===== src/rtl/song_recorder.sv =====
// -----------------------------------------------------------------------------
// song_recorder
//   Write-side companion of song_reader. Samples the live key, times each held
//   note in beats and writes {note, duration} words into the song RAM. Every
//   recording session is closed with an all-zero end marker word.
//
//   RAM layout: wr_addr = {song, idx}. There are 2^IDX_W slots per song, and
//   the last slot is reserved for the end marker. When the last note slot is
//   used, the marker follows in the next cycle and the block goes FULL.
//
// Ports
//   clk        in   system clock
//   reset      in   asynchronous, active-low reset
//   record     in   level, high while a record session is wanted
//   song       in   target song, sampled only on the record rising edge
//   key_valid  in   a key is held
//   key_note   in   note code of the held key (code 0 = rest)
//   beat       in   1-cycle beat pulse from beat_generator
//   wr_en      out  1-cycle RAM write strobe
//   wr_addr    out  {song_q, idx}
//   wr_data    out  {note, duration}; all zero = end marker
//   recording  out  high while tracking notes
//   full       out  song slots exhausted; held until record drops
//
// Configuration
//   SONG_RECORDER_SKIP_LEAD_REST_EN
//     defined   : after the record edge, timing waits for the first key, so
//                 leading silence is not recorded.
//     undefined : leading silence is recorded as rest entries {0, dur}.
// -----------------------------------------------------------------------------
module song_recorder #(
   parameter int NOTE_W = 6,
   parameter int DUR_W  = 6,
   parameter int IDX_W  = 5
) (
   input  logic                      clk,
   input  logic                      reset,
   input  logic                      record,
   input  logic [1:0]                song,
   input  logic                      key_valid,
   input  logic [NOTE_W-1:0]         key_note,
   input  logic                      beat,
   output logic                      wr_en,
   output logic [2+IDX_W-1:0]        wr_addr,
   output logic [NOTE_W+DUR_W-1:0]   wr_data,
   output logic                      recording,
   output logic                      full
);

   typedef enum logic [1:0] {
      S_IDLE,
      S_TRACK,
      S_CLOSE,
      S_FULL
   } state_t;

   localparam logic [DUR_W-1:0] DUR_MAX       = '1;
   localparam logic [IDX_W-1:0] IDX_MARK      = '1;
   localparam logic [IDX_W-1:0] IDX_LAST_NOTE = IDX_MARK - 1'b1;

   state_t                state_q, state_d;
   logic [1:0]            song_q, song_d;
   logic [IDX_W-1:0]      idx_q, idx_d;
   logic [DUR_W-1:0]      dur_q, dur_d;
   logic [NOTE_W-1:0]     cur_q, cur_d;
   logic                  record_q;
   // A marker still owed after a note write (double write spread over cycles).
   logic                  pend_q, pend_d;

   logic                  wr_en_d;
   logic [2+IDX_W-1:0]    wr_addr_d;
   logic [NOTE_W+DUR_W-1:0] wr_data_d;

   logic [NOTE_W-1:0]     live_note;
   logic                  beat_cnt;
   logic [DUR_W-1:0]      dur_eff;
   logic                  commit;

`ifdef SONG_RECORDER_SKIP_LEAD_REST_EN
   // High from the record edge until the first key: beats are not counted.
   logic                  lead_q, lead_d;
   assign beat_cnt = beat && !lead_q;
`else
   assign beat_cnt = beat;
`endif

   assign live_note = key_valid ? key_note : '0;
   // A beat arriving with a note change or record drop belongs to the old note.
   // dur_q never exceeds DUR_MAX-1 in TRACK, so this cannot overflow.
   assign dur_eff   = dur_q + DUR_W'(beat_cnt);

   // --------------------------------------------------------------------------
   // Next-state / write decision
   // --------------------------------------------------------------------------
   always_comb begin
      // NOTE: every signal written here gets a default first, so no path through
      // the case can leave it unassigned and infer a latch.
      state_d   = state_q;
      song_d    = song_q;
      idx_d     = idx_q;
      dur_d     = dur_q;
      cur_d     = cur_q;
      pend_d    = pend_q;
      wr_en_d   = 1'b0;
      wr_addr_d = '0;
      wr_data_d = '0;
      commit    = 1'b0;
`ifdef SONG_RECORDER_SKIP_LEAD_REST_EN
      lead_d    = lead_q;
`endif

      case (state_q)
         S_IDLE: begin
            if (record && !record_q) begin
               song_d  = song;
               idx_d   = '0;
               dur_d   = '0;
               cur_d   = live_note;
               pend_d  = 1'b0;
               state_d = S_TRACK;
`ifdef SONG_RECORDER_SKIP_LEAD_REST_EN
               lead_d  = (live_note == '0);
`endif
            end
         end

         S_TRACK: begin
            if (!record) begin
               wr_en_d   = 1'b1;
               wr_addr_d = {song_q, idx_q};
               if (dur_eff != '0) begin
                  // Note now, marker at idx+1 from CLOSE.
                  wr_data_d = {cur_q, dur_eff};
                  idx_d     = idx_q + 1'b1;
                  pend_d    = 1'b1;
               end else begin
                  wr_data_d = '0;
               end
               dur_d   = '0;
               state_d = S_CLOSE;
            end else if (live_note != cur_q) begin
               // dur_eff==0 is a sub-beat glitch: dropped without a write.
               commit = (dur_eff != '0);
               cur_d  = live_note;
               dur_d  = '0;
`ifdef SONG_RECORDER_SKIP_LEAD_REST_EN
               lead_d = 1'b0;
`endif
            end else if (beat_cnt) begin
               if (dur_eff == DUR_MAX) begin
                  // Long note: emit a full-length chunk and keep timing it.
                  commit = 1'b1;
                  dur_d  = '0;
               end else begin
                  dur_d  = dur_eff;
               end
            end

            if (commit) begin
               wr_en_d   = 1'b1;
               wr_addr_d = {song_q, idx_q};
               wr_data_d = {cur_q, dur_eff};
               idx_d     = idx_q + 1'b1;
               if (idx_q == IDX_LAST_NOTE) begin
                  // Last note slot used: the reserved slot gets the marker next.
                  pend_d  = 1'b1;
                  state_d = S_FULL;
               end
            end
         end

         S_CLOSE: begin
            if (pend_q) begin
               wr_en_d   = 1'b1;
               wr_addr_d = {song_q, idx_q};
               wr_data_d = '0;
               pend_d    = 1'b0;
            end
            state_d = S_IDLE;
         end

         S_FULL: begin
            if (pend_q) begin
               wr_en_d   = 1'b1;
               wr_addr_d = {song_q, IDX_MARK};
               wr_data_d = '0;
               pend_d    = 1'b0;
            end else if (!record) begin
               state_d = S_IDLE;
            end
         end

         default: state_d = S_IDLE;
      endcase
   end

   // --------------------------------------------------------------------------
   // State and registered outputs
   // --------------------------------------------------------------------------
   // NOTE: sequential state uses non-blocking assignments so every register
   // samples the pre-edge values, independent of statement order.
   always_ff @(posedge clk or negedge reset) begin
      if (!reset) begin
         state_q   <= S_IDLE;
         song_q    <= '0;
         idx_q     <= '0;
         dur_q     <= '0;
         cur_q     <= '0;
         record_q  <= 1'b0;
         pend_q    <= 1'b0;
         wr_en     <= 1'b0;
         wr_addr   <= '0;
         wr_data   <= '0;
         recording <= 1'b0;
         full      <= 1'b0;
`ifdef SONG_RECORDER_SKIP_LEAD_REST_EN
         lead_q    <= 1'b0;
`endif
      end else begin
         state_q   <= state_d;
         song_q    <= song_d;
         idx_q     <= idx_d;
         dur_q     <= dur_d;
         cur_q     <= cur_d;
         record_q  <= record;
         pend_q    <= pend_d;
         wr_en     <= wr_en_d;
         wr_addr   <= wr_addr_d;
         wr_data   <= wr_data_d;
         recording <= (state_d == S_TRACK);
         full      <= (state_d == S_FULL);
`ifdef SONG_RECORDER_SKIP_LEAD_REST_EN
         lead_q    <= lead_d;
`endif
      end
   end

endmodule


===== config.mk =====
export PLATFORM = sky130hd
export DESIGN_NAME = song_recorder
export DESIGN_NICKNAME = d
export VERILOG_FILES = /design/src/rtl/song_recorder.sv
export SDC_FILE = /design/constraint.sdc
export NUM_CORES = 1
export LEC_CHECK = 0
export ABC_AREA = 0
export ABC_CLOCK_PERIOD_IN_PS = 2300
export CAP_MARGIN = 0
export CORE_MARGIN = 8
export CORE_UTILIZATION = 35
export CTS_CLUSTER_SIZE = 20
export DETAILED_ROUTE_END_ITERATION = 8
export GPL_TIMING_DRIVEN = 1
export SETUP_SLACK_MARGIN = 0.5
export SYNTH_ARGS = -nofsm -noshare
export SYNTH_HDL_FRONTEND = slang
export SYNTH_SLANG_ARGS = --single-unit

===== constraint.sdc =====
create_clock -name clk -period 2.3 [get_ports clk]
set_input_delay 0.46 -clock clk [delete_from_list [all_inputs] [get_ports clk]]
set_output_delay 0.46 -clock clk [all_outputs]
set_load 0.005 [all_outputs]

==> results of run 1 <==
## power breakdown
group / leakage [nW] / total, mW / switching [mW] / internal (mW)
clock network: 0.0443 / 0.481 / 0.243 / 0.238
logic: 0.653 / 0.429 / 0.219 / 0.211
registers: 0.606 / 0.929 / 0.0641 / 0.865
total: 1.30 / 1.84 / 0.525 / 1.31
## stage by stage
step / std cells / TNS (ps)
finish: 348 / -1.86
global route: 348 / -1210
CTS: 348 / 0
detailed placement: 337 / -19710
global placement: 337 / -19560
floorplan: 217 / -29.1
## cells in the final DEF, fill, tap and decap left out, types with 8 or more instances in the layout
master | netlist | final
clkdlybuf4s50_1 | 0 | 25
nand2_1 | 15 | 14
nor2_2 | 0 | 11
dfrtp_1 | 45 | 45
nand3_1 | 21 | 11
inv_1 | 14 | 14
buf_4 | 0 | 19
o21ai_0 | 21 | 8
nor2_1 | 25 | 14
## sequential cells by signal, indices dropped and copies added, names as in the netlist
register   count
wr_data       12
wr_addr        7
cur_q          6
dur_q          6
idx_q          5
song_q         2
state_q        2
full           1
pend_q         1
record_q       1
recording      1
wr_en          1
## kinds of logic (layout without fill, tap and decap cells)
| logic type | count (synthesis) | count (layout) | synth area share (%) |
|---|---|---|---|
| adder cells (fa/ha/maj) | 5 | 5 | 2.92 |
| XOR/XNOR | 8 | 8 | 3.27 |
| flip-flops | 45 | 45 | 52.6 |
| AO/OA/AOI/OAI | 46 | 47 | 13.4 |
| multiplexers | 7 | 7 | 3.62 |
| AND/OR/NAND/NOR | 82 | 82 | 19.2 |
| buffers and inverters | 24 | 79 | 4.97 |
## path summary, 6_finish.rpt
kind / from / end / slack [ps] / cells after the start
worst max-delay path: dur_q[0]$_DFFE_PN0P_ / wr_en$_DFF_PN0_ / -2 / 8
worst min-delay path: reset / cur_q[0]$_DFFE_PN0P_ / 240 / 2
worst max register to register: dur_q[0]$_DFFE_PN0P_ / wr_en$_DFF_PN0_ / -2 / 8
worst min register to register: song_q[1]$_DFFE_PN0P_ / song_q[1]$_DFFE_PN0P_ / 510 / 1
max in group asynchronous: reset / dur_q[3]$_DFFE_PN0P_ / 1670 / 2
min in group clk: song_q[1]$_DFFE_PN0P_ / song_q[1]$_DFFE_PN0P_ / 510 / 1
## layer usage
metal | share of wire (%) | vias up | GRT usage [%]
met2 | 48 | 40 | 20.3
met5 | 0 | - | 0
met1 | 45 | 849 | 14.4
met4 | 1.1 | 0 | 4.36
met3 | 5.6 | 4 | 3.20
li1 | - | 870 | -
## area by class of cell
type,instances,area (µm²)
multi-input cells,149,1160
well taps,75,93.8
repair buffers,58,544
clock buffers,7,86.3
inverters,14,52.6
flip-flops and latches,45,1130
fillers,544,2850
## what timing repair did
item / 4_1_cts / 5_1_grt
gates cloned: 2 / 0
endpoints found under the setup margin: 41 / 43
resized for setup: 57 / 20
pin swaps: 12 / 15
setup buffers: 2 / 0
==> results.py, run 1 <==
metrics = {
    "route": {
        "ant_nets": 0,
        "firstDrtPassIters": 4,
        "via_count": 1763,
        "detail_route.iter0.violations": 84,
        "drt_wl_total_um": 5090,
        "viasPerCell": 5.07,
        "drc": 0,
        "routedWlPerCell_um": 14.6,
    },
    "cts": {
        "hold_buffers": 0,
        "cts.htree.levels": 2,
        "cts_buffers": 5,
        "clk_pin_slew_ps": 80,
        "cts_tree": "built",
        "cts-root-buf": "clkbuf_8",
        "clk_path_buf_depth": 2,
        "clock_sinks": 45,
        "clk_latency_ps": 290,
    },
    "power": {
        "power_density_mw_per_mm2": 600,
        "total_power_mw": 1.84,
        "cellLeakagePower_nw": 1.30,
        "vdd_drop_max_mv": 0.272,
    },
    "setup_path": {
        "critical_path_required_ps": 2460,
        "critPathLaunchType": "flip-flop",
        "critPathMaxFanout": 7,
        "crit_path_end_kind": "flip-flop",
        "crit_path_frequent_cell": "ha_4",
        "slowest_stage": "or4bb_1",
        "worstPathCellList": "ha_4 > ha_4 > or4bb_1 > o22ai_2 > and4_1 > mux2_4 > a21o_4 > nand2_2",
        "arrival_ps": 2470,
        "path_class": "flip-flop to flip-flop",
        "max_stage_delay_ps": 490,
        "critPathBufInv": 0,
        "cpLargestDelayFamily": "simple AND/OR/NAND/NOR gates",
    },
    "synth": {
        "yosys.cell_types.count": 41,
        "avgSynthCellArea_um2": 9.87,
        "ys_ff_latch": 45,
        "synth_common_cells": "dfrtp_1, nor2_1, nand3_1, o21ai_0, nand2_1",
        "synth-edff-count": 0,
        "ys_dominant_reg_cell": "dfrtp_1",
        "synth_nets": 235,
        "ys_seq_area_share_pct": 52.6,
        "yosys_warnings": 0,
        "yosys-top-cells-area": "dfrtp_1, nand3_1, o21ai_0",
        "synthArstFlopShare_pct": 100,
        "syn_inst": 217,
        "synth.largest_area_cell": "dfrtp_1",
        "yosys.area.top_type_share_pct": 52.6,
        "synth_area_mm2": 0.00214,
        "synth_most_common_cell": "dfrtp_1",
    },
    "floorplanning": {
        "io_pins": 35,
        "dieArea_mm2": 0.00888,
        "core_area_mm2": 0.00592,
        "die_height_um": 94.2,
        "die_w_um": 94.2,
        "start_util_pct": 36.2,
        "num_rows": 28,
    },
    "timing": {
        "fin_crit_sh_pct": 100,
        "max_slew.worst_pin.slew_ps": 566,
        "final.setup_skew_ps": 9.01,
        "rsz0062_at_grt": "yes",
        "finalCriticalPeriod_ps": 2300,
        "setup_violations": 1,
        "fmax_mhz": 434,
        "slew_headroom_pct": 62.3,
        "whs_ps": 241,
        "setup_ws_ps": -1.86,
        "drv_slew": 0,
        "hold_viol": 0,
    },
    "finish": {
        "fin_area_mm2": 0.00307,
        "final_nets": 291,
        "final_util_pct": 51.8,
        "drive_gt1_share_pct": 31.1,
        "area_growth_pct": 43.2,
        "diodes": 0,
    },
    "placement": {
        "globalplace.congestion": 0.849,
        "dpl-instance-area_mm2": 0.00275,
        "dp_slack_ps": -609,
        "hpwl_um": 3490,
        "portBuffers": 34,
    },
    "run": {
        "cap_violations": 0,
    },
    "grt": {
        "antenna_found_initial": 0,
        "grt_max_degree": 46,
        "grt_pass1_wl_um": 8580,
        "grt_overflow_total": 0,
        "grtUsageTotal_pct": 12.1,
        "first_global_vias": 1851,
    },
    "status": {
        "violations": "negative setup slack",
        "status": "finished with violations",
    },
    "worst_hold_path": {
        "hp-class": "input port to asynchronous set/reset pin",
    },
}
No activity file was read; power rests on OpenSTA's default activity.
==> run 2: changes to the inputs <==
--- a/config.mk
+++ b/config.mk
@@ -13,6 +13,7 @@
 export CTS_CLUSTER_SIZE = 20
 export DETAILED_ROUTE_END_ITERATION = 8
 export GPL_TIMING_DRIVEN = 1
+export RECOVER_POWER = 25
 export SETUP_SLACK_MARGIN = 0.5
 export SYNTH_ARGS = -nofsm -noshare
 export SYNTH_HDL_FRONTEND = slang
==> run 2 against run 1 <==
Core utilization about the same. Cell area about the same. Register-to-register slack about the same. Clock-buffer cell count unchanged. Sequential power about the same. Total power about the same. Flip-flop and latch count unchanged. Clock power about the same. The run still ends with negative setup slack left. Cell count unchanged.
==> results.py, run 2 (same netlist as run 1, synthesis figures left out) <==
metrics = {
    "placement": {
        "portBuffers": 34,
        "dp_slack_ps": -609,
        "hpwl_um": 3490,
        "dpl-instance-area_mm2": 0.00275,
        "globalplace.congestion": 0.849,
    },
    "run": {
        "cap_violations": 0,
    },
    "timing": {
        "fin_crit_sh_pct": 100,
        "setup_ws_ps": -1.86,
        "final.setup_skew_ps": 9.01,
        "setup_violations": 1,
        "rsz0062_at_grt": "yes",
        "slew_headroom_pct": 26.7,
        "max_slew.worst_pin.slew_ps": 1100,
        "fmax_mhz": 434,
        "hold_viol": 0,
        "drv_slew": 0,
        "finalCriticalPeriod_ps": 2300,
        "whs_ps": 452,
    },
    "setup_path": {
        "crit_path_frequent_cell": "ha_4",
        "critical_path_required_ps": 2460,
        "crit_path_end_kind": "flip-flop",
        "path_class": "flip-flop to flip-flop",
        "arrival_ps": 2470,
        "reg2reg_depth": 8,
        "worstReg2RegStart": "dur_q[0]$_DFFE_PN0P_",
        "slowest_stage": "or4bb_1",
        "critPathLaunchType": "flip-flop",
        "critPathMaxFanout": 7,
        "rr_endpoint": "wr_en$_DFF_PN0_",
        "max_stage_delay_ps": 490,
        "r2r_slack_ps": -2,
        "worstPathCellList": "ha_4 > ha_4 > or4bb_1 > o22ai_2 > and4_1 > mux2_4 > a21o_4 > nand2_2",
    },
    "cts": {
        "clk_latency_ps": 290,
        "cts-root-buf": "clkbuf_8",
        "cts_tree": "built",
        "clk_path_buf_depth": 2,
        "cts_buffers": 5,
        "cts.htree.levels": 2,
        "clock_sinks": 45,
        "clk_pin_slew_ps": 80,
    },
    "route": {
        "detail_route.iter0.violations": 84,
        "drt_wl_total_um": 5090,
        "viasPerCell": 5.07,
        "firstDrtPassIters": 4,
        "ant_nets": 0,
        "routedWlPerCell_um": 14.6,
        "via_count": 1763,
        "drc": 0,
    },
    "grt": {
        "first_global_vias": 1851,
        "grtUsageTotal_pct": 12.1,
        "grt_overflow_total": 0,
        "grt_max_degree": 46,
        "antenna_found_initial": 0,
        "grt_pass1_wl_um": 8580,
    },
    "worst_hold_path": {
        "hp-class": "input port to asynchronous set/reset pin",
    },
    "power": {
        "total_power_mw": 1.84,
        "power_density_mw_per_mm2": 600,
        "vdd_drop_max_mv": 0.272,
        "cellLeakagePower_nw": 1.30,
    },
    "floorplanning": {
        "io_pins": 35,
        "dieArea_mm2": 0.00888,
        "die_w_um": 94.2,
        "num_rows": 28,
        "start_util_pct": 36.2,
        "die_height_um": 94.2,
        "core_area_mm2": 0.00592,
    },
    "finish": {
        "final_nets": 291,
        "diodes": 0,
        "fin_area_mm2": 0.00306,
        "drive_gt1_share_pct": 31.1,
        "final_cell_mix": "dfrtp_1, clkdlybuf4s50_1, buf_4",
        "top_register": "wr_data",
        "area_growth_pct": 43.1,
        "final_common_cell": "dfrtp_1",
        "largest_reg_flops": 12,
        "top_regs": "wr_data x12, wr_addr x7",
    },
    "status": {
        "violations": "negative setup slack",
        "status": "finished with violations",
    },
}
## run 2: changes by cell type in the layout (fill, tap and decap cells not counted)
cell / previous run / this run
buf_4: 19 / 18
clkbuf_2: 0 / 1
## run 2: per-stage QoR
step / util (%) / TNS, ps / std cells
after floorplan: - / -29.1 / 217
after global placement: 46.4 / -19560 / 337
after detailed placement: 46.4 / -19710 / 337
after CTS: 50.4 / 0 / 348
after global routing: 51.8 / -1210 / 348
final: 51.8 / -1.86 / 348
## run 2: worst max path at each step
stage	start	cells after the start	endpoint
3_5_place_dp	beat	9	wr_addr[5]$_DFF_PN0_
5_1_grt	dur_q[0]$_DFFE_PN0P_	8	wr_addr[5]$_DFF_PN0_
3_3_place_gp	key_valid	8	idx_q[0]$_DFFE_PN0P_
2_1_floorplan	key_note[0]	7	wr_addr[0]$_DFF_PN0_
6_report	dur_q[0]$_DFFE_PN0P_	8	wr_en$_DFF_PN0_
4_1_cts	dur_q[0]$_DFFE_PN0P_	8	full$_DFF_PN0_
## run 2: layout make-up
type / count / area (µm²)
Inverter: 14 / 52.6
Timing Repair Buffer: 58 / 542
Fill cell: 544 / 2860
Tap cell: 75 / 93.8
Clock buffer: 7 / 86.3
Multi-Input combinational cell: 149 / 1160
Sequential cell: 45 / 1130
## run 2: power by group
part | internal (mW) | switching (mW) | leakage, nW
clock network | 0.238 | 0.243 | 0.0443
registers | 0.865 | 0.0641 | 0.606
logic | 0.210 | 0.219 | 0.652
## run 2: layer usage
| layer | vias up | track usage [%] | share of wire [%] |
|---|---|---|---|
| li1 | 870 | - | - |
| met1 | 849 | 14.4 | 45 |
| met2 | 40 | 20.3 | 48 |
| met3 | 4 | 3.20 | 5.6 |
| met4 | 0 | 4.36 | 1.1 |
| met5 | - | 0 | 0 |
## run 2: what timing repair did
item | in CTS | in global routing
setup endpoints to repair | 41 | 43
gates cloned | 2 | 0
setup buffers | 2 | 0
gates resized for setup | 57 | 20
hold buffers | 0 | 0
pin swaps | 12 | 15
## run 2: critical path, delay by kind of cell (launching register included)
| family | cells | cell delay (ps) |
|---|---|---|
| AOI/OAI and AO/OA | 2 | 390 |
| adders and majority gates | 2 | 380 |
| muxes | 1 | 200 |
| DFF | 1 | 410 |
| and+or+nand+nor | 3 | 780 |
==> run 3: changes to the inputs <==
--- a/config.mk
+++ b/config.mk
@@ -13,6 +13,7 @@
 export CTS_CLUSTER_SIZE = 20
 export DETAILED_ROUTE_END_ITERATION = 8
 export GPL_TIMING_DRIVEN = 1
+export HOLD_SLACK_MARGIN = 0.1
 export RECOVER_POWER = 25
 export SETUP_SLACK_MARGIN = 0.5
 export SYNTH_ARGS = -nofsm -noshare
==> results of run 3 <==
The final DEF is identical to that of run 2; final timing and power are the same.
